### src/rtl/mux4_rr_arbiter_pkg.sv
// Shared definitions for 4-way mux arbiters: sizes, FSM encodings, grant helper.
// Combinational only; no latency or backpressure of its own.
package mux_arb_pkg;

   localparam int NREQ  = 4;
   localparam int SEL_W = 2;

   localparam logic [1:0] ST_IDLE = 2'b00;
   localparam logic [1:0] ST_OWN  = 2'b01;
   localparam logic [1:0] ST_GAP  = 2'b10;

   function automatic logic [NREQ-1:0] onehot4(input logic [SEL_W-1:0] idx);
      return NREQ'(1) << idx;
   endfunction

endpackage

### src/rtl/mux4_rr_arbiter_if.sv
// Request/grant bundle between the requesting blocks and the mux arbiter.
// master = requester side (drives req), slave = arbiter side (drives grant and select).
interface mux4_rr_arbiter_if;
   import mux_arb_pkg::*;

   logic [NREQ-1:0]  req;
   logic [NREQ-1:0]  gnt;
   logic [SEL_W-1:0] sel;
   logic             busy;
   logic             timeout;

   modport master (output req, input gnt, sel, busy, timeout);
   modport slave  (input req, output gnt, sel, busy, timeout);
endinterface

### src/rtl/mux4_rr_arbiter_rr_pick4.sv
// Rotating-priority pick of 4 requesters: first set bit after i_last, wrapping.
// Purely combinational, zero latency; o_valid low when no request is set.
module rr_pick4
   import mux_arb_pkg::*;
(
   input  logic [NREQ-1:0]  i_req,
   input  logic [SEL_W-1:0] i_last,
   output logic [SEL_W-1:0] o_winner,
   output logic             o_valid
);

   logic [SEL_W-1:0] w_idx;

   // Scan farthest-first so the nearest candidate after i_last overwrites the rest.
   always_comb begin
      o_winner = '0;
      o_valid  = 1'b0;
      w_idx    = '0;
      for (int k = NREQ; k >= 1; k--) begin
         w_idx = i_last + SEL_W'(k);
         if (i_req[w_idx]) begin
            o_winner = w_idx;
            o_valid  = 1'b1;
         end
      end
   end

endmodule

### src/rtl/mux4_rr_arbiter.sv
// Round-robin owner of a shared 4:1 mux: grants one requester, caps hold time,
// and idles one cycle between owners so select never moves under a live grant.
module mux4_rr_arbiter
   import mux_arb_pkg::*;
#(
   parameter int MAX_HOLD = 8,
   parameter int CNT_W    = 3
)
(
   input  logic              clk,
   input  logic              rst_n,
   mux4_rr_arbiter_if.slave  bus
);

   localparam logic [CNT_W-1:0] HOLD_LAST = CNT_W'(MAX_HOLD - 1);

   logic [1:0]       r_state;
   logic [NREQ-1:0]  r_gnt;
   logic [SEL_W-1:0] r_sel;
   logic [SEL_W-1:0] r_last;
   logic [CNT_W-1:0] r_cnt;
   logic             r_busy;
   logic             r_timeout;

   logic [SEL_W-1:0] w_winner;
   logic             w_valid;

   rr_pick4 u_pick (
      .i_req    (bus.req),
      .i_last   (r_last),
      .o_winner (w_winner),
      .o_valid  (w_valid)
   );

   always_ff @(posedge clk) begin
      if (!rst_n) begin
         r_state   <= ST_IDLE;
         r_gnt     <= '0;
         r_sel     <= '0;
         r_last    <= SEL_W'(NREQ - 1);
         r_cnt     <= '0;
         r_busy    <= 1'b0;
         r_timeout <= 1'b0;
      end else begin
         case (r_state)
            ST_IDLE, ST_GAP: begin
               r_timeout <= 1'b0;
               if (w_valid) begin
                  r_state <= ST_OWN;
                  r_gnt   <= onehot4(w_winner);
                  r_sel   <= w_winner;
                  r_last  <= w_winner;
                  r_cnt   <= '0;
                  r_busy  <= 1'b1;
               end else begin
                  r_state <= ST_IDLE;
                  r_gnt   <= '0;
                  r_busy  <= 1'b0;
               end
            end
            ST_OWN: begin
               // Compare before increment: the counter never wraps.
               if (!bus.req[r_last]) begin
                  r_state   <= ST_GAP;
                  r_gnt     <= '0;
                  r_busy    <= 1'b0;
                  r_timeout <= 1'b0;
               end else if (r_cnt == HOLD_LAST) begin
                  r_state   <= ST_GAP;
                  r_gnt     <= '0;
                  r_busy    <= 1'b0;
                  r_timeout <= 1'b1;
               end else begin
                  r_cnt     <= r_cnt + 1'b1;
                  r_timeout <= 1'b0;
               end
            end
            default: begin
               r_state   <= ST_IDLE;
               r_gnt     <= '0;
               r_busy    <= 1'b0;
               r_timeout <= 1'b0;
            end
         endcase
      end
   end

   assign bus.gnt     = r_gnt;
   assign bus.sel     = r_sel;
   assign bus.busy    = r_busy;
   assign bus.timeout = r_timeout;

endmodule

### src/flat_wrapper.sv
// flat-port wrapper written by rule: the top's interface ports become plain ports
module mux4_rr_arbiter_flat import mux_arb_pkg::*;
#(
   parameter int MAX_HOLD = 8,
   parameter int CNT_W    = 3
)
  (clk, rst_n, bus_req, bus_gnt, bus_sel, bus_busy, bus_timeout);
  mux4_rr_arbiter_if bus_i ();
  input  logic clk;
  input  logic rst_n;
  input wire logic [$bits(bus_i.req)-1:0] bus_req;
  output wire logic [$bits(bus_i.gnt)-1:0] bus_gnt;
  output wire logic [$bits(bus_i.sel)-1:0] bus_sel;
  output wire logic [$bits(bus_i.busy)-1:0] bus_busy;
  output wire logic [$bits(bus_i.timeout)-1:0] bus_timeout;
  assign bus_i.req = bus_req;
  assign bus_gnt = bus_i.gnt;
  assign bus_sel = bus_i.sel;
  assign bus_busy = bus_i.busy;
  assign bus_timeout = bus_i.timeout;
  mux4_rr_arbiter #(.MAX_HOLD(MAX_HOLD), .CNT_W(CNT_W)) u_core (.clk(clk), .rst_n(rst_n), .bus(bus_i));
endmodule
### config.mk
export PLATFORM = sky130hd
export DESIGN_NAME = mux4_rr_arbiter_flat
export DESIGN_NICKNAME = d
export VERILOG_FILES = /design/src/rtl/mux4_rr_arbiter_pkg.sv /design/src/rtl/mux4_rr_arbiter_if.sv /design/src/rtl/mux4_rr_arbiter_rr_pick4.sv /design/src/rtl/mux4_rr_arbiter.sv /design/src/flat_wrapper.sv
export SDC_FILE = /design/constraint.sdc
export NUM_CORES = 1
export LEC_CHECK = 0
export ABC_AREA = 1
export BUFFER_PORTS_ARGS = -buffer_cell sky130_fd_sc_hd__buf_2
export CORE_MARGIN = 4
export CORE_UTILIZATION = 45
export CTS_BUF_LIST = sky130_fd_sc_hd__clkbuf_8
export DETAILED_ROUTE_END_ITERATION = 6
export PLACE_DENSITY = 0.73
export SYNTH_ARGS = -nofsm -noshare
export SYNTH_HDL_FRONTEND = slang
export SYNTH_SLANG_ARGS = --single-unit
### constraint.sdc
create_clock -name clk -period 1.8 [get_ports clk]
set_input_delay 0.36 -clock clk [delete_from_list [all_inputs] [get_ports clk]]
set_output_delay 0.36 -clock clk [all_outputs]
set_load 0.01 [all_outputs]
# Yosys cells after proc, flatten, opt, wreduce, memory -nomap -nowiden
# Index checks and enable logic that the tools add are counted.
[totals] regBits=15 in_bits=6 out_inout_bits=8 elab_cells=62
[op_classes] add_sub_neg=4 n_lt_le_gt_ge=4 eq_ne=7 shift=1 muxes=33 n_reduce_logical=6
[op_table] op="$mux W1" count=13
[op_table] op="$lt A2 B3 Y1 const B" count=4
[op_table] op="$mux W2" count=6
[op_table] op="$mux W4" count=3
[op_table] op="$mux W3" count=3
[op_table] op="$bmux W1 S2" count=4
[op_table] op="$pmux W4 S2" count=1
[op_table] op="$pmux W3 S2" count=1
[op_table] op="$add A2 B2 Y2 const B" count=2
[op_table] op="$ne A2 B2 Y1 const B" count=2
[op_table] op="$pmux W2 S2" count=1
[op_table] op="$reduce_and A4 Y1" count=1
[op_table] op="$shl A1 B2 Y4 const A" count=1
[op_table] op="$add A3 B1 Y3 const B" count=1
[op_table] op="$eq A3 B3 Y1 const B" count=1
[op_table] op="$ne A3 B3 Y1 const B" count=1
[op_table] op="$reduce_and A3 Y1" count=1
[op_table] op="$add A2 B1 Y2 const B" count=1
[op_table] op="$eq A2 B1 Y1 const B" count=1
[op_table] op="$eq A2 B2 Y1 const B" count=1
[op_table] op="$logic_not A2 Y1" count=1
[op_table] op="$ne A2 B1 Y1 const B" count=1
[op_table] op="$pmux W1 S2" count=1
[op_table] op="$reduce_and A2 Y1" count=1
[op_table] op="other kinds (2)" count=2

# Depth between registers and ports, before layout
# Gate-level depths: netlist (run 1).
[depth] depth_word=9 depth_mapped=12 depth_no_buf=12

# Cells and area by module
# From an unflattened synthesis (run 1), not the netlist that was laid out.
[unflattened] cells_unflattened=131 area_unflattened_um2=833.3
[modules_own_cells] module="mux4_rr_arbiter" instances=1 cells_per_inst=82 area_each_um2=606.8 seq_area_each_um2=280.3
[modules_own_cells] module="rr_pick4" instances=1 cells_per_inst=49 area_each_um2=226.5 seq_area_each_um2=0.0

# Least setup slack after synthesis (run 1)
# No wires, ideal clock.
[synth_timing] kind="flip-flop to flip-flop" from="register u_core.r_last[0]" to="register u_core.r_last[0]" setup_time_ns=0.124 arrival_ns=1.240 t_required_ns=1.676 path_slack_ns=0.437 stages_incl_launch_ff=10 path_buffers=1 path_cell_list="dfxtp_1 > buf_6 > nand2_1 > nand3_1 > nand2_2 > nor2_4 > a21oi_4 > inv_1 > a21oi_1 > o21ai_0"
[synth_via] elab_chain_cells=7 word_cells_on_any_way=20
[synth_lines] item="start: declaration" line_no="mux4_rr_arbiter.sv:20" source="logic [SEL_W-1:0] r_last;"
[synth_lines] item="start signal: assignment" line_no="mux4_rr_arbiter.sv:40" source="r_last <= SEL_W'(NREQ - 1);"
[synth_lines] item="start signal: assignment" line_no="mux4_rr_arbiter.sv:52" source="r_last <= w_winner;"
[synth_lines] item="$add A2 B2 Y2 / $bmux W1 S2 (equally long branches)" line_no="mux4_rr_arbiter_rr_pick4.sv:20, mux4_rr_arbiter_rr_pick4.sv:21"
[synth_lines] item="$bmux W1 S2 / $mux W1 (equally long branches)" line_no="mux4_rr_arbiter_rr_pick4.sv:21" source="if (i_req[w_idx]) begin"
[synth_lines] item="$mux W1 (not written as such)" line_no="mux4_rr_arbiter_rr_pick4.sv:21"
[synth_lines] item="$mux W1 (3 in a row)" line_no="mux4_rr_arbiter_rr_pick4.sv:21"
[synth_lines] item="$reduce_and A2 Y1 (no line)"
# Parallel ways exist; a longest one is shown, timed or not. The select of a mux whose other input is x is not followed.
# A chain may end at the register's enable or synchronous reset.

# Final worst setup path (run 1)
# Same ends and word-level chain as after synthesis.

==> impl_summary.txt, run 1 <==
----------------------------------------------------
[Cells and area]
  End-of-flow core utilization ... 58.3%
  Area of all placed cells without fillers ... 920 um^2
  Share of post-route cells with drive strength above 1 ... about a fifth
  Final Non-Filler Cells ... 151
  Net count reported at finish ... 144
  Filler Cells Inserted ... 160
  Total inserted antenna cells ... 0
  Area grow syn2layout ... 17.4%

[Global routing]
  Number of antenna violations at the first check in global routing ... 0
  First-pass GRT wire length ... 2.97 mm
  Remaining global-route overflow ... 0
  Vias in the first global route ... 715
  Pin count of the biggest net entering global routing ... 11
  Overall track demand over capacity in global routing ... 16.0%

[STA]
  Max transition margin ... 79.3%
  Maximum frequency from static timing analysis ... around 0.64 GHz
  Minimum hold slack ... between 300 and 400 ps
  Final critical path time including I/O delays and setup ... roughly 1600 ps
  Pins Over Slew Limit ... 0
  Final critical-path setup slack ... ~230 ps
  Unrepaired setup endpoints after global routing ... no
  Worst slew pin tran ... 310 ps
  Setup Viol. Count Final ... 0
  Worst setup skew after layout ... about 1.7 ps
  Final critical-path share of the clock period ... slightly below 90%
  Summed negative setup slack over all endpoints ... 0 ps
  Final Hold Vio Count ... 0

[Floorplanning]
  Vertical extent of the die ... 49.7 um
  Starting density of the core ... 49.7%
  Placement row count ... 14
  Die Area ... around 0.0025 mm^2
  Die width ... 49.7 um
  I/O pin total ... 14
  Core Footprint ... 0.00158 mm^2

[Run]
  # Max-Cap Violations ... 0

[Drt]
  Drt wl/cell ... 11.1 um
  Number of vias after detailed routing ... 755
  Final routed wirelength across all metal layers ... 1.67 mm
  Number of DRC violations after detailed routing ... 0
  Via/cell ratio ... about 5
  Antenna-violating nets left ... 0
  Violation count after the first detailed-routing iteration ... 7
  Drt pass-1 iters ... 4

[Worst setup path]
  Critical setup path kind ... flip-flop to flip-flop
  Data required time at the worst endpoint ... 1930 ps
  Crit Path Max Fanout ... 10
  Cells traversed along the worst timing path ... buf_4 -> nand2_1 -> nand3_1 -> nand2_2 -> nor2_4 -> a21oi_4 -> inv_1 -> a21oi_1 -> o21ai_0
  Kind of launch point of the worst setup path ... flip-flop
  Crit path max-delay family ... compound AO/OA/AOI/OAI gates
  Critical path arrival ... 1700 ps
  CP max stage cell ... sky130_fd_sc_hd__dfxtp_1
  Maximum single-stage delay on the critical path ... 310 ps
  Capturing element type of the critical path ... flip-flop
  Buffers & Inverters on Critical Path ... 2
  Reg-to-reg setup timing slack ... 230 ps

[Yosys]
  Total of flip-flops plus latches after synthesis ... 14
  Synth Net Count ... 126
  Count of synthesis-stage warnings from yosys ... 0
  Gate count after technology mapping ... roughly 120
  Synthesized area per cell ... roughly 6.6 um^2
  Count of distinct cell types in the synthesized netlist ... 18
  Cell Area, Synth ... about 800 um^2
  Share of the yosys chip area belonging to registers ... 35.8%

[Clocking]
  CTS H-Tree Depth ... 1
  Cell at the root of the clock tree ... sky130_fd_sc_hd__clkbuf_8
  Register clock-pin slew on the reported worst setup and hold paths ... 60 ps
  Sinks on Clock Net ... 14
  CTS tree ... built
  TritonCTS Buffers ... 3
  CTS Buffer Depth ... 2
  Hold buffers post-CTS ... 0
  Clock latency reported for the late side of the worst-skew pair ... ~250 ps
  Buffer count from post-CTS setup fixing ... 0
  Number of instances resized during post-cts repair ... 0

[Placed design]
  HPWL reported at the end of detailed placement ... 1.30 mm
  Cell area after placement ... 865 um^2
  Pre-CTS setup slack ... 227 ps
  Final weighted congestion in routability-driven placement ... approximately 0.87
  Cell count after placement ... 147
  Number of buffer cells added on primary ports ... 13

[Pwr]
  Leakage power ... slightly below 0.5 nW
  Total Power Consumption ... 1.80 mW
  Power Dens Cells ... 1960 mW/mm^2
  Max IR drop VDD ... around 1100 uV

[Hold path]
  Worst hold-check path type ... input port to flip-flop

[Status]
  Status ... finished, final reports clean

----------------------------------------------------
-- Yosys cell counts (all sizes together) --
cell / instances / share of area, %
dfxtp: 14 / 36
a21oi: 13 / 9.7
o21ai: 5 / 3.7
a21boi: 1 / 0.96
clkinv: 1 / 0.48
buf: 1 / 1.4
o211ai: 2 / 1.9
nor3: 1 / 0.64
nor2: 9 / 6.9
nand3: 8 / 5.1
nand2: 45 / 23
inv: 16 / 7.7
ha: 2 / 3.2
-- cells in the final DEF, fill, tap and decap left out, drive strengths merged --
cell and instances:
nand3 8, inv 16, clkbuf 4, o211ai 2, nor2 9, buf 14
a21oi 13, o21ai 5, dfxtp 14, a21boi 1, nor3 1, clkinv 1
nand2 45, ha 2
-- routing by layer --
metal  GRT usage (%)  vias to the layer above  routed length [um]
li1                -                      406                   -
met4            11.5                        0                  48
met5               0                        -                   0
met2            24.9                       11                 782
met3            4.82                        6                  45
met1            18.5                      332                 797
-- final cells by class --
class	count	area, um^2	area share, %
Multi-Input combinational cell	86	428	46.5
Clock buffer	4	55.1	5.99
Tap cell	16	20.0	2.18
Sequential cell	14	280	30.5
Inverter	17	63.8	6.94
Timing Repair Buffer	14	72.6	7.89
-- state kept, by name, indices dropped and copies added (netlist names) --
register	flops
u_core.bus.busy	1
u_core.bus.gnt	4
u_core.r_state	1
u_core.bus.timeout	1
u_core.bus.sel	2
u_core.r_cnt	3
u_core.r_last	2
-- worst register-to-register path, cell delays in order, from the launching register on --
cell	delay, ps
sky130_fd_sc_hd__dfxtp_1	310
sky130_fd_sc_hd__buf_4	160
sky130_fd_sc_hd__nand2_1	90
sky130_fd_sc_hd__nand3_1	120
sky130_fd_sc_hd__nand2_2	150
sky130_fd_sc_hd__nor2_4	60
sky130_fd_sc_hd__a21oi_4	230
sky130_fd_sc_hd__inv_1	120
sky130_fd_sc_hd__a21oi_1	120
sky130_fd_sc_hd__o21ai_0	90
-- where the power goes --
| group | internal, mW | switching [mW] |
|---|---|---|
| Combinational | 0.347 | 0.676 |
| Sequential | 0.412 | 0.0623 |
| Clock | 0.194 | 0.111 |
-- cell families after synthesis --
family / after synthesis / share of synthesized area, %
AND/OR/NAND/NOR: 63 / 35.1
AO/OA/AOI/OAI: 21 / 16.3
buffers and inverters: 18 / 9.58
flip-flops: 14 / 35.8
adder cells (fa/ha/maj): 2 / 3.19
-- final timing paths --
kind / cells after the start / to / startpoint
max reg2reg: 9 / u_core.r_last[0] / u_core.r_last[0]
min reg2reg: 2 / u_core.r_cnt[1] / u_core.r_cnt[1]
min: 2 / u_core.r_last[1] / rst_n
max: 9 / u_core.r_last[0] / u_core.r_last[0]
Note: power is estimated with default switching activity, not from simulation.
==> run 2, diff against run 1 <==
ABC_AREA = not set   (was 1)
PLACE_DENSITY = 0.74   (was 0.73)
==> run 2 against run 1 <==
Compared with the run above:
- critical path depth shrank 5
- count of clock-buffer cells in the layout did not move
- worst hold slack improved by 69 ps
- sequential share of layout area grew 5.2 points
- critical path type unchanged
- wire length down 28%
- area after synthesis decreased by 14%
- clock skew up 1.7 ps
- register-to-register slack improved by 50 ps
- final cell count decreased by 33%
==> impl_summary.txt, run 2 <==
----------------------------------------------------
[Cells and area]
  Net count reported at finish ... 95 (-34%)
  Share of post-route cells with drive strength above 1 ... 31.4% (+11 points)
  Filler Cells Inserted ... 119 (-26%)
  Top library cells by usage in the layout, fill and taps aside ... sky130_fd_sc_hd__dfxtp_1 (14), sky130_fd_sc_hd__buf_2 (13), sky130_fd_sc_hd__a21oi_1 (8), sky130_fd_sc_hd__nand2_1 (8), sky130_fd_sc_hd__nand3_1 (6)
  Total inserted antenna cells ... 0 (unchanged)
  Area grow syn2layout ... 17.0%
  Most frequent standard cell in the layout excluding fill and tap cells ... sky130_fd_sc_hd__dfxtp_1
  End-of-flow core utilization ... 58.1% (-0.22 points)
  Number of flip-flops under the largest register name ... 4 (unchanged)

[Floorplanning]
  Die Area ... 0.00217 mm^2 (-12%)
  Placement row count ... 13 (-1)
  Core Footprint ... 0.00135 mm^2 (-14%)
  Vertical extent of the die ... 46.6 um (-6.3%)
  I/O pin total ... 14 (unchanged)
  Die width ... 46.6 um (-6.3%)
  Starting density of the core ... 49.7% (about the same)

[Status]
  Status ... finished, final reports clean

[Pwr]
  Max IR drop VDD ... 479 uV (-57%)
  Leakage power ... 0.327 nW (-34%)
  Total Power Consumption ... 806 uW (-55%)
  Power Dens Cells ... 1030 mW/mm^2 (-48%)

[Clocking]
  TritonCTS Buffers ... 3 (unchanged)
  Register clock-pin slew on the reported worst setup and hold paths ... 60 ps (about the same)
  Number of instances resized during post-cts repair ... 0 (unchanged)
  Cell at the root of the clock tree ... sky130_fd_sc_hd__clkbuf_8
  Buffer count from post-CTS setup fixing ... 0 (unchanged)
  Clock latency reported for the late side of the worst-skew pair ... 250 ps (about the same)
  CTS Buffer Depth ... 2 (unchanged)
  CTS tree ... built
  Sinks on Clock Net ... 14 (unchanged)
  Hold buffers post-CTS ... 0 (unchanged)
  CTS H-Tree Depth ... 1 (unchanged)

[Global routing]
  Remaining global-route overflow ... 0 (unchanged)
  Overall track demand over capacity in global routing ... 13.9% (-2.1 points)
  First-pass GRT wire length ... 2.05 mm (-31%)
  Pin count of the biggest net entering global routing ... 11 (unchanged)
  Vias in the first global route ... 478 (-33%)
  Number of antenna violations at the first check in global routing ... 0 (unchanged)

[Worst setup path]
  Data required time at the worst endpoint ... 1930 ps (about the same)
  Crit Path Max Fanout ... 7 (-3)
  Critical path arrival ... 1650 ps (-50 ps)
  Cells traversed along the worst timing path ... mux4_2 -> and3_4 -> nand3_1 -> o31ai_1
  Capturing element type of the critical path ... flip-flop
  Critical setup path kind ... flip-flop to flip-flop
  Kind of launch point of the worst setup path ... flip-flop
  CP max stage cell ... sky130_fd_sc_hd__mux4_2
  Maximum single-stage delay on the critical path ... 570 ps (+260 ps)

[STA]
  Summed negative setup slack over all endpoints ... 0 ps (unchanged)
  Worst setup skew after layout ... 3.38 ps (+1.66 ps)
  Final critical-path setup slack ... 283 ps (+54.3 ps)
  Setup Viol. Count Final ... 0 (unchanged)
  Worst slew pin tran ... 468 ps (+157 ps)
  Pins Over Slew Limit ... 0 (unchanged)
  Max transition margin ... 68.4% (-11 points)
  Final critical-path share of the clock period ... 84.3% (-3.0 points)
  Final critical path time including I/O delays and setup ... 1520 ps (-54.3 ps)
  Unrepaired setup endpoints after global routing ... no
  Final Hold Vio Count ... 0 (unchanged)
  Maximum frequency from static timing analysis ... 0.659 GHz (+3.6%)

[Drt]
  Violation count after the first detailed-routing iteration ... 9 (+2)
  Via/cell ratio ... 5.59 (+12%)
  Drt wl/cell ... 11.9 um (+7.6%)
  Number of DRC violations after detailed routing ... 0 (unchanged)
  Drt pass-1 iters ... 4 (unchanged)
  Number of vias after detailed routing ... 565 (-25%)
  Antenna-violating nets left ... 0 (unchanged)
  Final routed wirelength across all metal layers ... 1.20 mm (-28%)

[Yosys]
  Most instantiated library cell after synthesis ... sky130_fd_sc_hd__dfxtp_1
  Number of synthesized flops with an enable pin ... 0 (unchanged)
  Dominant register cell in the synthesized netlist ... sky130_fd_sc_hd__dfxtp_1
  Count of distinct cell types in the synthesized netlist ... 34 (+16)
  Top cells by area in the synthesized netlist ... sky130_fd_sc_hd__dfxtp_1 (42%), sky130_fd_sc_hd__a21oi_1 (6.0%), sky130_fd_sc_hd__nand3_1 (4.5%), sky130_fd_sc_hd__nand2_1 (4.5%), sky130_fd_sc_hd__ha_1 (3.7%)
  Share of synthesized flip-flops with an asynchronous set or reset ... 0% (unchanged)
  Synth Net Count ... 81 (-36%)
  Ranking of synthesized cells by instance count ... sky130_fd_sc_hd__dfxtp_1 (14), sky130_fd_sc_hd__a21oi_1 (8), sky130_fd_sc_hd__nand2_1 (8), sky130_fd_sc_hd__nand3_1 (6)
  Share of the yosys chip area belonging to registers ... 41.8% (+6.0 points)
  Count of synthesis-stage warnings from yosys ... 0 (unchanged)
  Gate count after technology mapping ... 73 (-38%)
  Largest area contributor in the netlist ... sky130_fd_sc_hd__dfxtp_1
  Synthesized area per cell ... 9.19 um^2 (+38%)
  Cell Area, Synth ... 671 um^2 (-14%)
  Total of flip-flops plus latches after synthesis ... 14 (unchanged)
  Area fraction of the dominant cell type after synthesis ... 41.8% (+6.0 points)

[Placed design]
  Number of buffer cells added on primary ports ... 13 (unchanged)
  HPWL reported at the end of detailed placement ... 898 um (-31%)
  Pre-CTS setup slack ... 241 ps (+14.2 ps)
  Final weighted congestion in routability-driven placement ... 0.792 (-8.8%)

[Run]
  # Max-Cap Violations ... 0 (unchanged)

[Hold path]
  Worst hold-check path type ... input port to flip-flop

----------------------------------------------------
-- run 2: stage by stage --
stage,cell area (um^2),hold slack [ps],cells
after floorplan,671,452,73
after global placement,729,446,97
after detailed placement,729,448,97
after CTS,785,423,101
after global routing,785,450,101
final,785,428,101
-- run 2: logic make-up (layout without fill, tap and decap cells) --
group	Yosys count	in the layout	synth area share [%]
AOI/OAI and AO/OA	20	20	19.2
buffers and inverters	7	20	5.41
muxes	2	2	4.85
DFF	14	14	41.8
and+or+nand+nor	28	28	25.0
adders and majority gates	2	2	3.73
-- run 2: worst paths after layout --
path / end / slack (ps) / depth (start not counted) / start
hold reg to reg: u_core.bus.sel[1] / 450 / 2 / u_core.bus.sel[1]
hold / removal: u_core.r_state[1] / 430 / 3 / rst_n
setup / recovery: u_core.bus.gnt[2] / 280 / 4 / u_core.r_last[0]
setup reg to reg: u_core.bus.gnt[2] / 280 / 4 / u_core.r_last[0]
-- run 2: per-layer routing --
| metal | up-vias | part of all wire, % | global-route usage (%) |
|---|---|---|---|
| li1 | 295 | - | - |
| met1 | 246 | 52 | 19.1 |
| met2 | 19 | 39 | 17.3 |
| met3 | 5 | 4.6 | 2.34 |
| met4 | 0 | 4.6 | 13.6 |
| met5 | - | 0 | 0 |
-- run 2: critical path, delay by kind of cell, from the launching register on --
kind               cells  cell delay (ps)
AOI/OAI and AO/OA      1               60
DFF                    1              450
muxes                  1              570
and+or+nand+nor        2              320
-- run 2: area by class of cell --
type / instances / area (um^2) / share of cell area, %
Clock buffer: 4 / 55.1 / 7.02
Inverter: 3 / 11.3 / 1.44
Multi-Input combinational cell: 52 / 354 / 45.1
Sequential cell: 14 / 280 / 35.7
Tap cell: 15 / 18.8 / 2.39
Timing Repair Buffer: 13 / 65.1 / 8.29
-- run 2: where the power goes --
part / total (mW) / internal, mW / switching, mW
sequential: 0.358 / 0.336 / 0.0222
clock: 0.306 / 0.194 / 0.112
combinational: 0.142 / 0.0627 / 0.0791
